## src/rtl/lcm_seq_if.sv

```systemverilog
// rtl/lcm_seq_if.sv - operand/result handshake bundle for the lcm_seq stage
interface lcm_seq_if #(
  parameter int WIDTH = 8
);
  logic                   in_valid;
  logic                   in_ready;
  logic [WIDTH-1:0]       a;
  logic [WIDTH-1:0]       b;
  logic [WIDTH-1:0]       g;
  logic                   out_valid;
  logic                   out_ready;
  logic [2*WIDTH-1:0]     lcm;
  logic                   err;

  modport slave (
    input  in_valid, a, b, g, out_ready,
    output in_ready, out_valid, lcm, err
  );

  modport master (
    output in_valid, a, b, g, out_ready,
    input  in_ready, out_valid, lcm, err
  );
endinterface

```

## src/rtl/lcm_seq.sv

```systemverilog
// rtl/lcm_seq.sv - sequential lcm = (a / g) * b via restoring divide then shift-add multiply
module lcm_seq #(
  parameter int WIDTH = 8
) (
  input  logic        clk,
  input  logic        rst,
  lcm_seq_if.slave    bus
);
  localparam int CW = (WIDTH > 1) ? $clog2(WIDTH) : 1;
  localparam logic [CW-1:0] LAST = CW'(WIDTH - 1);

  typedef enum logic [1:0] {IDLE, DIV, MUL, DONE} state_e;

  state_e               state_q;
  logic [WIDTH-1:0]     a_q, b_q, g_q;
  logic [WIDTH-1:0]     q_q, q_d;
  logic [WIDTH:0]       rem_q, rem_d;
  logic [2*WIDTH-1:0]   acc_q, acc_d;
  logic [CW-1:0]        cnt_q;
  logic [2*WIDTH-1:0]   lcm_q;
  logic                 err_q;
  logic                 in_ready_q;
  logic                 out_valid_q;

  logic [CW-1:0]        div_idx;
  logic [WIDTH:0]       rem_shift;
  logic                 fault;

  assign bus.in_ready  = in_ready_q;
  assign bus.out_valid = out_valid_q;
  assign bus.lcm       = lcm_q;
  assign bus.err       = err_q;

  // Division walks a from MSB down; the multiply walks b from LSB up.
  always_comb begin
    div_idx   = LAST - cnt_q;
    rem_shift = {rem_q[WIDTH-1:0], a_q[div_idx]};
    rem_d     = rem_shift;
    q_d       = q_q;
    if (rem_shift >= {1'b0, g_q}) begin
      rem_d        = rem_shift - {1'b0, g_q};
      q_d[div_idx] = 1'b1;
    end
    acc_d = acc_q;
    if (b_q[cnt_q]) begin
      acc_d = acc_q + ({{WIDTH{1'b0}}, q_q} << cnt_q);
    end
    fault = (g_q == '0) | (rem_q != '0);
  end

  always_ff @(posedge clk or posedge rst) begin
    if (rst) begin
      state_q     <= IDLE;
      a_q         <= '0;
      b_q         <= '0;
      g_q         <= '0;
      q_q         <= '0;
      rem_q       <= '0;
      acc_q       <= '0;
      cnt_q       <= '0;
      lcm_q       <= '0;
      err_q       <= 1'b0;
      in_ready_q  <= 1'b1;
      out_valid_q <= 1'b0;
    end else begin
      case (state_q)
        IDLE: begin
          if (bus.in_valid) begin
            a_q        <= bus.a;
            b_q        <= bus.b;
            g_q        <= bus.g;
            q_q        <= '0;
            rem_q      <= '0;
            acc_q      <= '0;
            cnt_q      <= '0;
            in_ready_q <= 1'b0;
            state_q    <= DIV;
          end
        end
        DIV: begin
          q_q   <= q_d;
          rem_q <= rem_d;
          cnt_q <= cnt_q + CW'(1);
          if (cnt_q == LAST) begin
            cnt_q   <= '0;
            state_q <= MUL;
          end
        end
        MUL: begin
          acc_q <= acc_d;
          cnt_q <= cnt_q + CW'(1);
          if (cnt_q == LAST) begin
            cnt_q       <= '0;
            err_q       <= fault;
            lcm_q       <= fault ? '0 : acc_d;
            out_valid_q <= 1'b1;
            state_q     <= DONE;
          end
        end
        DONE: begin
          if (bus.out_ready) begin
            out_valid_q <= 1'b0;
            in_ready_q  <= 1'b1;
            state_q     <= IDLE;
          end
        end
        default: begin
          state_q     <= IDLE;
          in_ready_q  <= 1'b1;
          out_valid_q <= 1'b0;
        end
      endcase
    end
  end
endmodule

```

## src/flat_wrapper.sv

```systemverilog
// flat-port wrapper written by rule: the top's interface ports become plain ports
module lcm_seq_flat 
#(
  parameter int WIDTH = 8
)
  (clk, rst, bus_in_valid, bus_a, bus_b, bus_g, bus_out_ready, bus_in_ready, bus_out_valid, bus_lcm, bus_err);
  lcm_seq_if #(.WIDTH(WIDTH)) bus_i ();
  input  logic clk;
  input  logic rst;
  input wire logic [$bits(bus_i.in_valid)-1:0] bus_in_valid;
  input wire logic [$bits(bus_i.a)-1:0] bus_a;
  input wire logic [$bits(bus_i.b)-1:0] bus_b;
  input wire logic [$bits(bus_i.g)-1:0] bus_g;
  input wire logic [$bits(bus_i.out_ready)-1:0] bus_out_ready;
  output wire logic [$bits(bus_i.in_ready)-1:0] bus_in_ready;
  output wire logic [$bits(bus_i.out_valid)-1:0] bus_out_valid;
  output wire logic [$bits(bus_i.lcm)-1:0] bus_lcm;
  output wire logic [$bits(bus_i.err)-1:0] bus_err;
  assign bus_i.in_valid = bus_in_valid;
  assign bus_i.a = bus_a;
  assign bus_i.b = bus_b;
  assign bus_i.g = bus_g;
  assign bus_i.out_ready = bus_out_ready;
  assign bus_in_ready = bus_i.in_ready;
  assign bus_out_valid = bus_i.out_valid;
  assign bus_lcm = bus_i.lcm;
  assign bus_err = bus_i.err;
  lcm_seq #(.WIDTH(WIDTH)) u_core (.clk(clk), .rst(rst), .bus(bus_i));
endmodule
```

## config.mk

```make
export PLATFORM = sky130hd
export DESIGN_NAME = lcm_seq_flat
export DESIGN_NICKNAME = d
export VERILOG_FILES = /design/src/rtl/lcm_seq_if.sv /design/src/rtl/lcm_seq.sv /design/src/flat_wrapper.sv
export SDC_FILE = /design/constraint.sdc
export NUM_CORES = 1
export LEC_CHECK = 0
export BUFFER_PORTS_ARGS = -buffer_cell sky130_fd_sc_hd__buf_2
export CAP_MARGIN = 10
export CELL_PAD_IN_SITES_DETAIL_PLACEMENT = 1
export CELL_PAD_IN_SITES_GLOBAL_PLACEMENT = 1
export CORE_ASPECT_RATIO = 0.8
export CORE_UTILIZATION = 42
export CTS_CLUSTER_DIAMETER = 30
export DETAILED_ROUTE_END_ITERATION = 16
export PLACE_DENSITY = 0.81
export SKIP_CTS_REPAIR_TIMING = 1
export SLEW_MARGIN = 20
export SYNTH_ARGS = -nofsm -noshare
export SYNTH_HDL_FRONTEND = slang
export SYNTH_SLANG_ARGS = --single-unit
```

## constraint.sdc

```tcl
create_clock -name clk -period 3.2 [get_ports clk]
set_clock_uncertainty 0.2 [all_clocks]
set_input_delay 0.48 -clock clk [delete_from_list [all_inputs] [get_ports clk]]
set_output_delay 0.48 -clock clk [all_outputs]
set_load 0.05 [all_outputs]
```

**Yosys cells after proc, flatten, opt, wreduce, memory -nomap -nowiden**

Index checks and enable logic that the tools add are counted.

- Add/subtract/negate cells: 4
- Order comparisons: 4
- Equal/unequal tests: 9
- Shift operators: 1
- Multiplexer cells: 30
- Bitwise operators: 2
- Reductions and logical operators: 19

Operators with widths:

| kind | count |
|---|---|
| 16-bit two-way mux | 3 |
| 16-bit one-hot mux with 2 select lines | 1 |
| 9-bit two-way mux | 2 |
| 9-bit one-hot mux with 2 select lines | 1 |
| 16-bit adder | 1 |
| 8-bit two-way mux | 2 |
| 8-bit one-hot mux with 2 select lines | 1 |
| 8-bit by 3-bit << shifter with 16-bit output | 1 |
| 2-bit AND reduction | 5 |
| 2-bit nonzero test | 5 |
| 9-bit by 8-bit greater-or-equal comparator with 1-bit output | 1 |
| 3-bit AND reduction | 3 |
| 9-bit nonzero test | 1 |
| 9-bit by 8-bit subtractor with 9-bit output | 1 |
| 8-bit logical NOT | 1 |
| 3-bit by 4-bit less-than comparator with 1-bit output (second input constant) | 2 |
| 2-bit two-way mux | 4 |
| 8-bit OR | 1 |
| 2-bit one-hot mux with 4 select lines | 1 |
| 1-bit two-way mux | 7 |
| 1-bit binary-select mux with 3-bit select | 2 |
| 3-bit two-way mux | 2 |
| 2-bit by 1-bit != test with 1-bit output (second input constant) | 3 |
| 3-bit one-hot mux with 2 select lines | 1 |
| 14 further kinds | 17 |

- Bits in registers: 81
- Input bits: 28
- Output and inout bits: 19
- Word-level logic and storage cells: 81

**Logic depth before layout (Yosys ltp)**

Gate-level depths: netlist (run 1).

- Depth after elaboration: 8
- Depth in mapped cells: 13
- Depth with buffers taken out: 12

**Worst setup path after synthesis (run 1)**

Ideal clock, no wire load.

- Path kind: reg2reg
- Start point: register u_core.cnt_q[1]
- End point: register u_core.acc_q[14]
- Setup time: 0.121 ns
- Arrival: 3.145 ns
- Required time: 2.879 ns
- Slack: -0.266 ns
- Cell stages (with the launch flop): 14
- Buffers on the path: 2
- Clock period less this slack: 3.466 ns
- Path through: dfrtp_1 buf_2 clkbuf_1 mux2i_1 nand2_1 o21ai_0 mux2i_1 ha_1 a21o_1 or3_1 o221a_2 o41ai_1 xnor2_1 a22o_1

- Longest elaborated chain between the ends: 4
- Elaborated cells between the ends (all ways): 6
- Those cells by class: add/sub: 1; shift: 1; mux: 4

Ends and longest elaborated chain:

| what | line | source |
|---|---|---|
| start, declared | lcm_seq.sv:19 | `logic [CW-1:0] cnt_q;` |
| start signal, assigned | lcm_seq.sv:83 | `cnt_q <= cnt_q + CW'(1);` |
| start signal, assigned | lcm_seq.sv:91 | `cnt_q <= cnt_q + CW'(1);` |
| 8-bit by 3-bit << shifter with 16-bit output / 1-bit binary-select mux with 3-bit select (equally long branches) | lcm_seq.sv:46, lcm_seq.sv:45 |  |
| 16-bit adder / 1-bit two-way mux (equally long branches) | lcm_seq.sv:46, lcm_seq.sv:45 |  |
| 16-bit two-way mux * | lcm_seq.sv:45 | `if (b_q[cnt_q]) begin` |
| 16-bit one-hot mux with 2 select lines * | lcm_seq.sv:66 | `case (state_q)` |
| end signal, assigned | lcm_seq.sv:59 | `acc_q <= '0;` |
| end signal, assigned | lcm_seq.sv:74 | `acc_q <= '0;` |
| end signal, assigned | lcm_seq.sv:90 | `acc_q <= acc_d;` |
| end, declared | lcm_seq.sv:18 | `logic [2*WIDTH-1:0] acc_q, acc_d;` |

Mark *: on every way between the ends. The rest lies on a longest branch, timed or not. The select of a mux whose other input is x is not followed.
A chain may end at the register's enable or synchronous reset.

**Final worst setup path (run 1)**

- Start point: register u_core.cnt_q[1]
- End point: register u_core.acc_q[13]

Same word-level chain as after synthesis.

==> impl_metrics.env, run 1 <==
export IMPL_worst_slack_ns=-0.0770
export IMPL_vias=4501
export IMPL_synth_sequential_area_ratio_pct=40.4
export IMPL_rows=35
export IMPL_final_cells=756
export IMPL_cp_slowest_cell="dfrtp_2"
export IMPL_multi_input_area_um2=3020
export IMPL_worst_slew_pin_slew_ns=0.821
export IMPL_grt_max_degree=39
export IMPL_synthArstFlopShare_pct=100
export IMPL_area_growth_pct=25.8
export IMPL_hold_viol=2
export IMPL_yosys_area_top_type="dfrtp_1"
export IMPL_syn_cell_area_um2=5020
export IMPL_reg2reg_slack_ns=-0.08
export IMPL_period_share_pct=102
export IMPL_synth_top_area_share_pct=39.9
export IMPL_status="finished with violations"
export IMPL_clk_latency_ns=0.35
export IMPL_drc=0
export IMPL_synth_xor_area_share_pct=2.09
export IMPL_fmax_mhz=305
export IMPL_drtIter0Drc=210
export IMPL_avgRoutedWirePerCell_um=21.3
export IMPL_grt_ovfl_total=0
export IMPL_clock_path_buffers=2
export IMPL_crit_fanout=6
export IMPL_numPlacedInstances=730
export IMPL_path_common_cell="buf_4"
export IMPL_peakVddDrop_uv=462
export IMPL_p_leak_nw=3.08
export IMPL_hold_class="in2async"
export IMPL_synth_enable_flop_cells=0
export IMPL_r2r_cells=15
export IMPL_antenna_found_initial=0
export IMPL_synth_simple_gate_area_share_pct=13.8
export IMPL_avgSynthCellArea_um2=9.83
export IMPL_fin_crit_ns=3.28
export IMPL_drt_pass1_iterations=4
export IMPL_power_density_nw_per_um2=1060
export IMPL_wirelength_um=16100
export IMPL_violations="negative hold slack, negative setup slack"
export IMPL_start_kind="flop"
export IMPL_cts_root_buffer="clkbuf_16"
export IMPL_synth_compound_area_share_pct=19.2
export IMPL_die_w_um=124
export IMPL_coreArea_um2=11600
export IMPL_place_congestion=0.893
export IMPL_required_ns=3.23
export IMPL_fin_area_um2=6320
export IMPL_grt_usage_pct=25.0
export IMPL_place_ws_ns=-0.187
export IMPL_cts_sinks=81
export IMPL_yosysWarnings=0
export IMPL_cts_tree="yes"
export IMPL_dieArea_um2=12400
export IMPL_drv_slew=0
export IMPL_initial_core_util_pct=43.4
export IMPL_final_core_utilization_pct=54.6
export IMPL_placed_cell_area_um2=5690
export IMPL_ys_seq_elements=81
export IMPL_synthFlopType="dfrtp_1"
export IMPL_synth_top_family_by_area="compound AO/OA/AOI/OAI gates"
export IMPL_dp_hpwl_um=11000
export IMPL_cts_htree_levels=3
export IMPL_drtAntennaViolNets=0
export IMPL_avgViaCountPerCell=5.95
export IMPL_finalSetupViolations=3
export IMPL_fillCellCount=1284
export IMPL_seqCellArea_um2=2030
export IMPL_port_buffers=46
export IMPL_diodes=0
export IMPL_syn_num_nets=570
export IMPL_pin_count=47
export IMPL_cts_made_buffers=9
export IMPL_ys_types=59
export IMPL_path_cells="buf_4, mux2i_4, mux2i_2, nand2_1, o21ai_1, ha_2, buf_4, o211ai_1, o21ai_1, nand2_1, buf_4, o211ai_1, buf_4, a211oi_2, a211o_1"
export IMPL_muxShareOfSynthArea_pct=12.7
export IMPL_slowest_delay_ns=0.46
export IMPL_critical_path_class="reg2reg"
export IMPL_total_power_mw=6.70
export IMPL_maxCapViolCount=0
export IMPL_end_kind="flop"
export IMPL_clk_pin_slew_ns=0.06
export IMPL_tns_ns=-0.105
export IMPL_reg2reg_from="u_core.cnt_q[1]$_DFFE_PP0P_"
export IMPL_fin_nets=663
export IMPL_synthTopCellsByArea="dfrtp_1 (40%), ha_1 (7.2%), mux2_2 (6.7%), mux2i_1 (5.0%), nand2_1 (4.0%)"
export IMPL_grt_setup_unrepaired="true"
export IMPL_arrival_ns=3.31
export IMPL_die_height_um=99.8
export IMPL_grt_pass1_vias=4812
export IMPL_synthCells=511
export IMPL_grt_pass1_wl_um=24400
export IMPL_whs_ns=-0.00261
export IMPL_drive_above_1_share_pct=33.6
export IMPL_slew_headroom_pct=43.7
export IMPL_r2r_end="u_core.acc_q[13]$_DFFE_PP0P_"
export IMPL_synth_fa_ha_area_share_pct=8.02
cells in the final DEF, fill, tap and decap left out, types with 8 or more instances in the layout:
| cell type | count |
|---|---|
| nand2_1 | 54 |
| a21oi_1 | 13 |
| mux2_2 | 29 |
| mux2i_1 | 20 |
| xnor2_1 | 8 |
| o21ai_1 | 14 |
| nand3_1 | 11 |
| buf_2 | 46 |
| o21ai_0 | 23 |
| inv_1 | 23 |
| nor2_1 | 30 |
| dfrtp_1 | 77 |
| buf_4 | 55 |
| clkbuf_16 | 9 |
| ha_1 | 26 |
| a21o_1 | 11 |
| a22o_1 | 18 |
worst max-delay path by stage:
| stage | to | start |
|---|---|---|
| 6_report | u_core.acc_q[13]$_DFFE_PP0P_ | u_core.cnt_q[1]$_DFFE_PP0P_ |
| 5_1_grt | u_core.acc_q[13]$_DFFE_PP0P_ | u_core.cnt_q[1]$_DFFE_PP0P_ |
| 4_1_cts | u_core.q_q[2]$_DFFE_PP0P_ | u_core.cnt_q[0]$_DFFE_PP0P_ |
| 3_5_place_dp | u_core.q_q[1]$_DFFE_PP0P_ | u_core.cnt_q[0]$_DFFE_PP0P_ |
| 3_3_place_gp | u_core.acc_q[12]$_DFFE_PP0P_ | u_core.cnt_q[1]$_DFFE_PP0P_ |
| 2_1_floorplan | u_core.acc_q[14]$_DFFE_PP0P_ | u_core.cnt_q[1]$_DFFE_PP0P_ |
Yosys cell counts, types with 3 or more instances:
cell type / count
or2_2: 3
a211oi_1: 3
o211ai_1: 6
clkbuf_1: 12
o22ai_1: 3
nor2_1: 32
mux2_2: 30
or3_1: 5
and3_1: 3
dfrtp_1: 80
inv_1: 24
o21ai_0: 40
nor2b_1: 9
nand2_1: 54
nand2b_1: 3
a22o_1: 18
a21oi_1: 20
a22oi_1: 6
xnor2_1: 9
xor2_1: 3
a32o_1: 3
buf_2: 5
mux2i_1: 25
nand4b_1: 3
nor3_1: 10
ha_1: 29
nand3_1: 11
nor4_1: 3
a21o_1: 11
o21a_1: 5
report_power, final:
group | internal (mW) | leakage (nW) | switching, mW
logic | 1.74 | 1.88 | 2.13
clock network | 0.703 | 0.156 | 0.425
registers | 1.36 | 1.04 | 0.336
total | 3.81 | 3.08 | 2.90
layout make-up:
class	instances	share of cell area, %
clock buffers	11	3.84
clock inverters	4	1.23
inverters	24	1.45
multi-input cells	385	47.9
flip-flops and latches	81	32.2
well taps	148	2.93
repair buffers	103	10.5
flip-flops by register name, indices dropped and copies added (netlist names):
signal                count
u_core.rem_q              9
u_core.bus.lcm           16
u_core.b_q                8
u_core.g_q                8
u_core.a_q                8
u_core.state_q            2
u_core.acc_q             16
u_core.bus.out_valid      1
u_core.bus.err            1
u_core.bus.in_ready       1
u_core.q_q                8
u_core.cnt_q              3
critical path, delay by kind of cell, from the launching register on:
| family | cells | cell delay [ns] |
|---|---|---|
| AO/OA/AOI/OAI | 6 | 1.00 |
| flip-flops | 1 | 0.46 |
| adder cells (fa/ha/maj) | 1 | 0.21 |
| multiplexers | 2 | 0.42 |
| AND/OR/NAND/NOR | 2 | 0.21 |
| buffers and inverters | 4 | 0.66 |
kinds of logic after synthesis:
| group | Yosys count |
|---|---|
| AO/OA/AOI/OAI | 140 |
| adder cells (fa/ha/maj) | 31 |
| multiplexers | 57 |
| XOR/XNOR | 12 |
| buffers and inverters | 45 |
| AND/OR/NAND/NOR | 145 |
| flip-flops | 81 |
layer usage:
metal	track usage [%]	wire length [um]	up-vias
li1	-	-	2060
met1	30.7	7090	2311
met4	9.27	406	0
met2	43.8	8030	93
met5	0	0	-
met3	4.90	562	37
Power figures use the tool's default switching activity.
==> run 2, diff against run 1 <==
==> constraint.sdc (replaced) <==
create_clock -name clk -period 2.94 [get_ports clk]
set_clock_uncertainty 0.2 [all_clocks]
set_input_delay 0.441 -clock clk [delete_from_list [all_inputs] [get_ports clk]]
set_output_delay 0.441 -clock clk [all_outputs]
set_load 0.05 [all_outputs]
==> run 2 against run 1 <==
The run still ends with negative hold slack, negative setup slack left; clock power hardly changed; hold slack worse by 0.038 ns; critical path depth is 2 lower; clock-buffer cell count is 1 lower; register-to-register slack worse by 0.32 ns; combinational power is 25% higher; highest routed layer unchanged; total power is 17% higher; largest power group unchanged.
==> impl_metrics.env, run 2 (synthesis results as in run 1) <==
export IMPL_maxCapViolCount=0
export IMPL_critical_path_class="reg2reg"
export IMPL_drt_pass1_iterations=4
export IMPL_drtAntennaViolNets=0
export IMPL_period_share_pct=114
export IMPL_start_kind="flop"
export IMPL_wirelength_um=18700
export IMPL_fillCellCount=1272
export IMPL_die_w_um=124
export IMPL_tns_ns=-4.28
export IMPL_finalSetupViolations=31
export IMPL_end_kind="flop"
export IMPL_fin_nets=696
export IMPL_cts_root_buffer="clkbuf_16"
export IMPL_clk_pin_slew_ns=0.06
export IMPL_mostFrequentLayoutCells="buf_4 (82), dfrtp_1 (78), nand2_1 (52)"
export IMPL_cts_made_buffers=9
export IMPL_r2r_end="u_core.acc_q[13]$_DFFE_PP0P_"
export IMPL_die_height_um=99.8
export IMPL_diodes=0
export IMPL_seqCellArea_um2=2030
export IMPL_violations="negative hold slack, negative setup slack"
export IMPL_whs_ns=-0.0402
export IMPL_intPower_mw=4.33
export IMPL_clock_path_buffers=2
export IMPL_worst_slew_pin_slew_ns=0.722
export IMPL_p_sw_mw=3.51
export IMPL_cts_sinks=81
export IMPL_place_congestion=0.871
export IMPL_vias=4847
export IMPL_reg2reg_slack_ns=-0.40
export IMPL_drv_slew=0
export IMPL_pin_count=47
export IMPL_grt_pass1_wl_um=26800
export IMPL_multi_input_area_um2=3150
export IMPL_cts_htree_levels=3
export IMPL_grt_pass1_vias=5088
export IMPL_avgRoutedWirePerCell_um=23.7
export IMPL_final_cells=790
export IMPL_grt_max_degree=47
export IMPL_comb_power_share_pct=61.7
export IMPL_r2r_cells=13
export IMPL_required_ns=2.97
export IMPL_grt_setup_unrepaired="true"
export IMPL_crit_fanout=4
export IMPL_dp_hpwl_um=11800
export IMPL_hold_viol=35
export IMPL_status="finished with violations"
export IMPL_initial_core_util_pct=43.4
export IMPL_area_growth_pct=33.5
export IMPL_drtIter0Drc=297
export IMPL_arrival_ns=3.37
export IMPL_power_density_nw_per_um2=1170
export IMPL_dieArea_um2=12400
export IMPL_grt_ovfl_total=0
export IMPL_clk_latency_ns=0.35
export IMPL_final_common_cell="buf_4"
export IMPL_avgViaCountPerCell=6.14
export IMPL_fin_crit_ns=3.34
export IMPL_worst_slack_ns=-0.399
export IMPL_antenna_found_initial=0
export IMPL_p_leak_nw=3.28
export IMPL_clkPwrFrac_pct=14.7
export IMPL_grt_usage_pct=27.5
export IMPL_drive_above_1_share_pct=39.1
export IMPL_cts_tree="yes"
export IMPL_hold_class="in2async"
export IMPL_coreArea_um2=11600
export IMPL_rows=35
export IMPL_peakVddDrop_uv=480
export IMPL_numPlacedInstances=760
export IMPL_fmax_mhz=299
export IMPL_reg2reg_from="u_core.cnt_q[1]$_DFFE_PP0P_"
export IMPL_p_seq_share_pct=23.6
export IMPL_drc=0
export IMPL_slew_headroom_pct=51.4
export IMPL_swShare_pct=44.8
export IMPL_port_buffers=46
run 2: worst max-delay path by stage:
stage / to / slack [ns] / from / cells after the start
floorplan: u_core.acc_q[14]$_DFFE_PP0P_ / -0.11 / u_core.cnt_q[1]$_DFFE_PP0P_ / 13
global placement: u_core.bus.lcm[15]$_DFFE_PP0P_ / -0.25 / u_core.cnt_q[1]$_DFFE_PP0P_ / 10
detailed placement: u_core.bus.lcm[15]$_DFFE_PP0P_ / -0.42 / u_core.cnt_q[1]$_DFFE_PP0P_ / 12
CTS: u_core.bus.lcm[15]$_DFFE_PP0P_ / -0.57 / u_core.cnt_q[1]$_DFFE_PP0P_ / 13
global route: u_core.acc_q[13]$_DFFE_PP0P_ / -0.49 / u_core.cnt_q[1]$_DFFE_PP0P_ / 14
finish: u_core.acc_q[13]$_DFFE_PP0P_ / -0.40 / u_core.cnt_q[1]$_DFFE_PP0P_ / 13
run 2: worst max-delay path: stages (launching register included):
cell and delay (ns):
dfrtp_2 0.41, buf_4 0.13, mux2_2 0.35, o21ai_1 0.18
mux2i_1 0.11, ha_1 0.34, buf_6 0.13, o211ai_1 0.15
o21ai_2 0.25, nand2_2 0.12, o211ai_1 0.31, buf_4 0.19
a211oi_2 0.07, a211o_1 0.27
run 2: stage by stage:
step                      util, %  cell area (um2)  setup WS (ns)  power [mW]
after floorplan                 -             5100         -0.109        4.33
after global placement       51.6             5960         -0.251        5.47
after detailed placement     51.6             5960         -0.421        5.78
after CTS                    54.1             6260         -0.573        6.99
after global routing         58.0             6710         -0.493        8.21
final                        58.0             6710         -0.399        7.83
run 2: layer usage:
layer / vias up / track usage (%) / share of wire (%)
met1: 2517 / 34.1 / 42
met5: - / 0 / 0
li1: 2129 / - / -
met4: 0 / 9.36 / 2.1
met2: 171 / 48.1 / 51
met3: 30 / 5.44 / 4.5
run 2: power groups by stage:
stage	clock (mW)	sequential, mW	combinational (mW)
finish	1.15	1.85	4.83
floorplan	0	1.75	2.58
global placement	0	1.80	3.67
CTS	1.16	1.82	4.01
detailed placement	0	1.84	3.94
global route	1.21	1.88	5.13
run 2: area by class of cell:
class | instances | share of cell area [%]
multi-input combinational | 385 | 46.9
sequential | 81 | 30.3
inverter | 24 | 1.36
tap | 148 | 2.76
timing repair buffer | 136 | 14.2
clock buffer | 10 | 3.41
clock inverter | 6 | 1.03
==> run 3, diff against run 2 <==
==> constraint.sdc (replaced) <==
create_clock -name clk -period 2.8 [get_ports clk]
set_clock_uncertainty 0.2 [all_clocks]
set_input_delay 0.42 -clock clk [delete_from_list [all_inputs] [get_ports clk]]
set_output_delay 0.42 -clock clk [all_outputs]
set_load 0.05 [all_outputs]
==> run 3 against run 2 <==
The flow finishes with violations (negative setup slack); sequential cell count is the same; register-to-register slack lost 0.23 ns; routed wire length grew 4.9%; total power grew 11%; global-route usage shrank 1.5 points; clock power grew 4%.
==> impl_metrics.env, run 3 (synthesis results as in run 1) <==
export IMPL_die_height_um=99.8
export IMPL_worst_slew_pin_slew_ns=0.639
export IMPL_status="finished with violations"
export IMPL_dp_hpwl_um=11800
export IMPL_final_common_cell="dfrtp_1"
export IMPL_coreArea_um2=11600
export IMPL_diodes=0
export IMPL_path_cells="buf_6, mux2_4, o21ai_4, mux2i_2, ha_1, a21oi_2, nand2_1, nor3_2, buf_4, o211ai_1, buf_4, a211o_1, nand3_1"
export IMPL_initial_core_util_pct=43.4
export IMPL_port_buffers=46
export IMPL_grt_pass1_wl_um=25400
export IMPL_vias=4990
export IMPL_r2r_cells=13
export IMPL_cp_slowest_cell="dfrtp_2"
export IMPL_slew_headroom_pct=57.0
export IMPL_p_leak_nw=3.35
export IMPL_cts_htree_levels=3
export IMPL_peakVddDrop_uv=622
export IMPL_die_w_um=124
export IMPL_drive_above_1_share_pct=43.0
export IMPL_fin_crit_ns=3.43
export IMPL_finalSetupViolations=45
export IMPL_arrival_ns=3.52
export IMPL_fin_nets=698
export IMPL_wirelength_um=19600
export IMPL_start_kind="flop"
export IMPL_hold_depth=2
export IMPL_numPlacedInstances=759
export IMPL_worst_slack_ns=-0.629
export IMPL_path_common_cell="buf_4"
export IMPL_cts_made_buffers=9
export IMPL_slowest_delay_ns=0.48
export IMPL_grt_max_degree=50
export IMPL_crit_fanout=6
export IMPL_final_cells=792
export IMPL_maxCapViolCount=0
export IMPL_area_growth_pct=37.2
export IMPL_fmax_mhz=292
export IMPL_clk_pin_slew_ns=0.07
export IMPL_grt_setup_unrepaired="true"
export IMPL_place_congestion=0.875
export IMPL_period_share_pct=122
export IMPL_pin_count=47
export IMPL_hold_class="in2reg"
export IMPL_drtAntennaViolNets=0
export IMPL_drv_slew=0
export IMPL_placed_cell_area_um2=5990
export IMPL_required_ns=2.89
export IMPL_fin_area_um2=6890
export IMPL_avgViaCountPerCell=6.30
export IMPL_place_ws_ns=-0.541
export IMPL_hold_viol=0
export IMPL_cts_root_buffer="clkbuf_16"
export IMPL_cts_tree="yes"
export IMPL_drt_pass1_iterations=5
export IMPL_mostFrequentLayoutCells="dfrtp_1 (78), buf_4 (76), nand2_1 (52)"
export IMPL_critical_path_class="reg2reg"
export IMPL_dieArea_um2=12400
export IMPL_clk_latency_ns=0.36
export IMPL_clock_path_buffers=2
export IMPL_rows=35
export IMPL_violations="negative setup slack"
export IMPL_cts_sinks=81
export IMPL_end_kind="flop"
export IMPL_grt_pass1_vias=4967
export IMPL_power_density_nw_per_um2=1260
export IMPL_drtIter0Drc=313
export IMPL_whs_ns=0.0953
export IMPL_drc=0
export IMPL_grt_usage_pct=26.0
export IMPL_avgRoutedWirePerCell_um=24.8
export IMPL_grt_ovfl_total=0
export IMPL_antenna_found_initial=0
==> run 3: cell types whose count changed in the layout (fill, tap and decap cells not counted), moves of 3 or more <==
cell	before	now
buf_6	6	11
nand3_1	11	6
nor2_2	4	1
buf_4	82	76
mux2i_1	24	18
xnor2_1	9	6
nand3_2	0	4
xnor2_2	0	3
o21ai_0	21	16
nor2_4	1	4
mux2i_2	0	5
o21ai_2	7	12
==> run 3: path summary, 6_finish.rpt <==
kind                                               start                              end  slack, ns
setup / recovery             u_core.cnt_q[1]$_DFFE_PP0P_   u_core.bus.lcm[13]$_DFFE_PP0P_      -0.63
max in group asynchronous                            rst  u_core.bus.in_ready$_DFFE_PP1P_       1.20
setup reg to reg             u_core.cnt_q[1]$_DFFE_PP0P_   u_core.bus.lcm[13]$_DFFE_PP0P_      -0.63
hold reg to reg            u_core.bus.lcm[6]$_DFFE_PP0P_    u_core.bus.lcm[6]$_DFFE_PP0P_       0.30
hold / removal                                  bus_b[4]        u_core.b_q[4]$_DFFE_PP0P_        0.1
min in group asynchronous                            rst     u_core.acc_q[14]$_DFFE_PP0P_       0.48
==> run 3: layer usage <==
layer	global-route usage (%)	share of wire [%]	vias to the layer above	wire, um
met1	32.3	41	2559	8030
li1	-	-	2151	-
met3	4.10	4.7	76	918
met5	0	0	-	0
met4	8.53	3.8	0	743
met2	46.3	51	204	9950
==> run 3: per-stage QoR <==
stage	setup TNS [ns]	power [mW]	utilization [%]
2_1_floorplan	-1.54	4.60	-
3_3_place_gp	-5.13	5.83	51.8
3_5_place_dp	-13.23	6.16	51.8
4_1_cts	-14.85	7.41	54.4
5_1_grt	-16.14	9.06	59.6
6_report	-13.57	8.68	59.6
==> run 3: final cells by class <==
class | count | area, um2
fill | 1281 | 4670
timing repair buffer | 138 | 1000
tap | 148 | 185
sequential | 81 | 2030
clock buffer | 10 | 239
multi-input combinational | 385 | 3280
inverter | 24 | 91.3
clock inverter | 6 | 57.6
==> run 3: where the power goes <==
part	total (mW)	internal, mW	switching, mW	leakage [nW]
registers	1.97	1.55	0.414	1.04
logic	5.52	2.49	3.03	2.16
clock network	1.20	0.648	0.549	0.147
==> run 3: worst max-delay path: cells and delay by family (launching register included) <==
family | cells | cell delay, ns
AOI/OAI and AO/OA | 4 | 0.86
buffers and inverters | 3 | 0.52
muxes | 2 | 0.48
DFF | 1 | 0.48
and+or+nand+nor | 3 | 0.43
adders and majority gates | 1 | 0.40
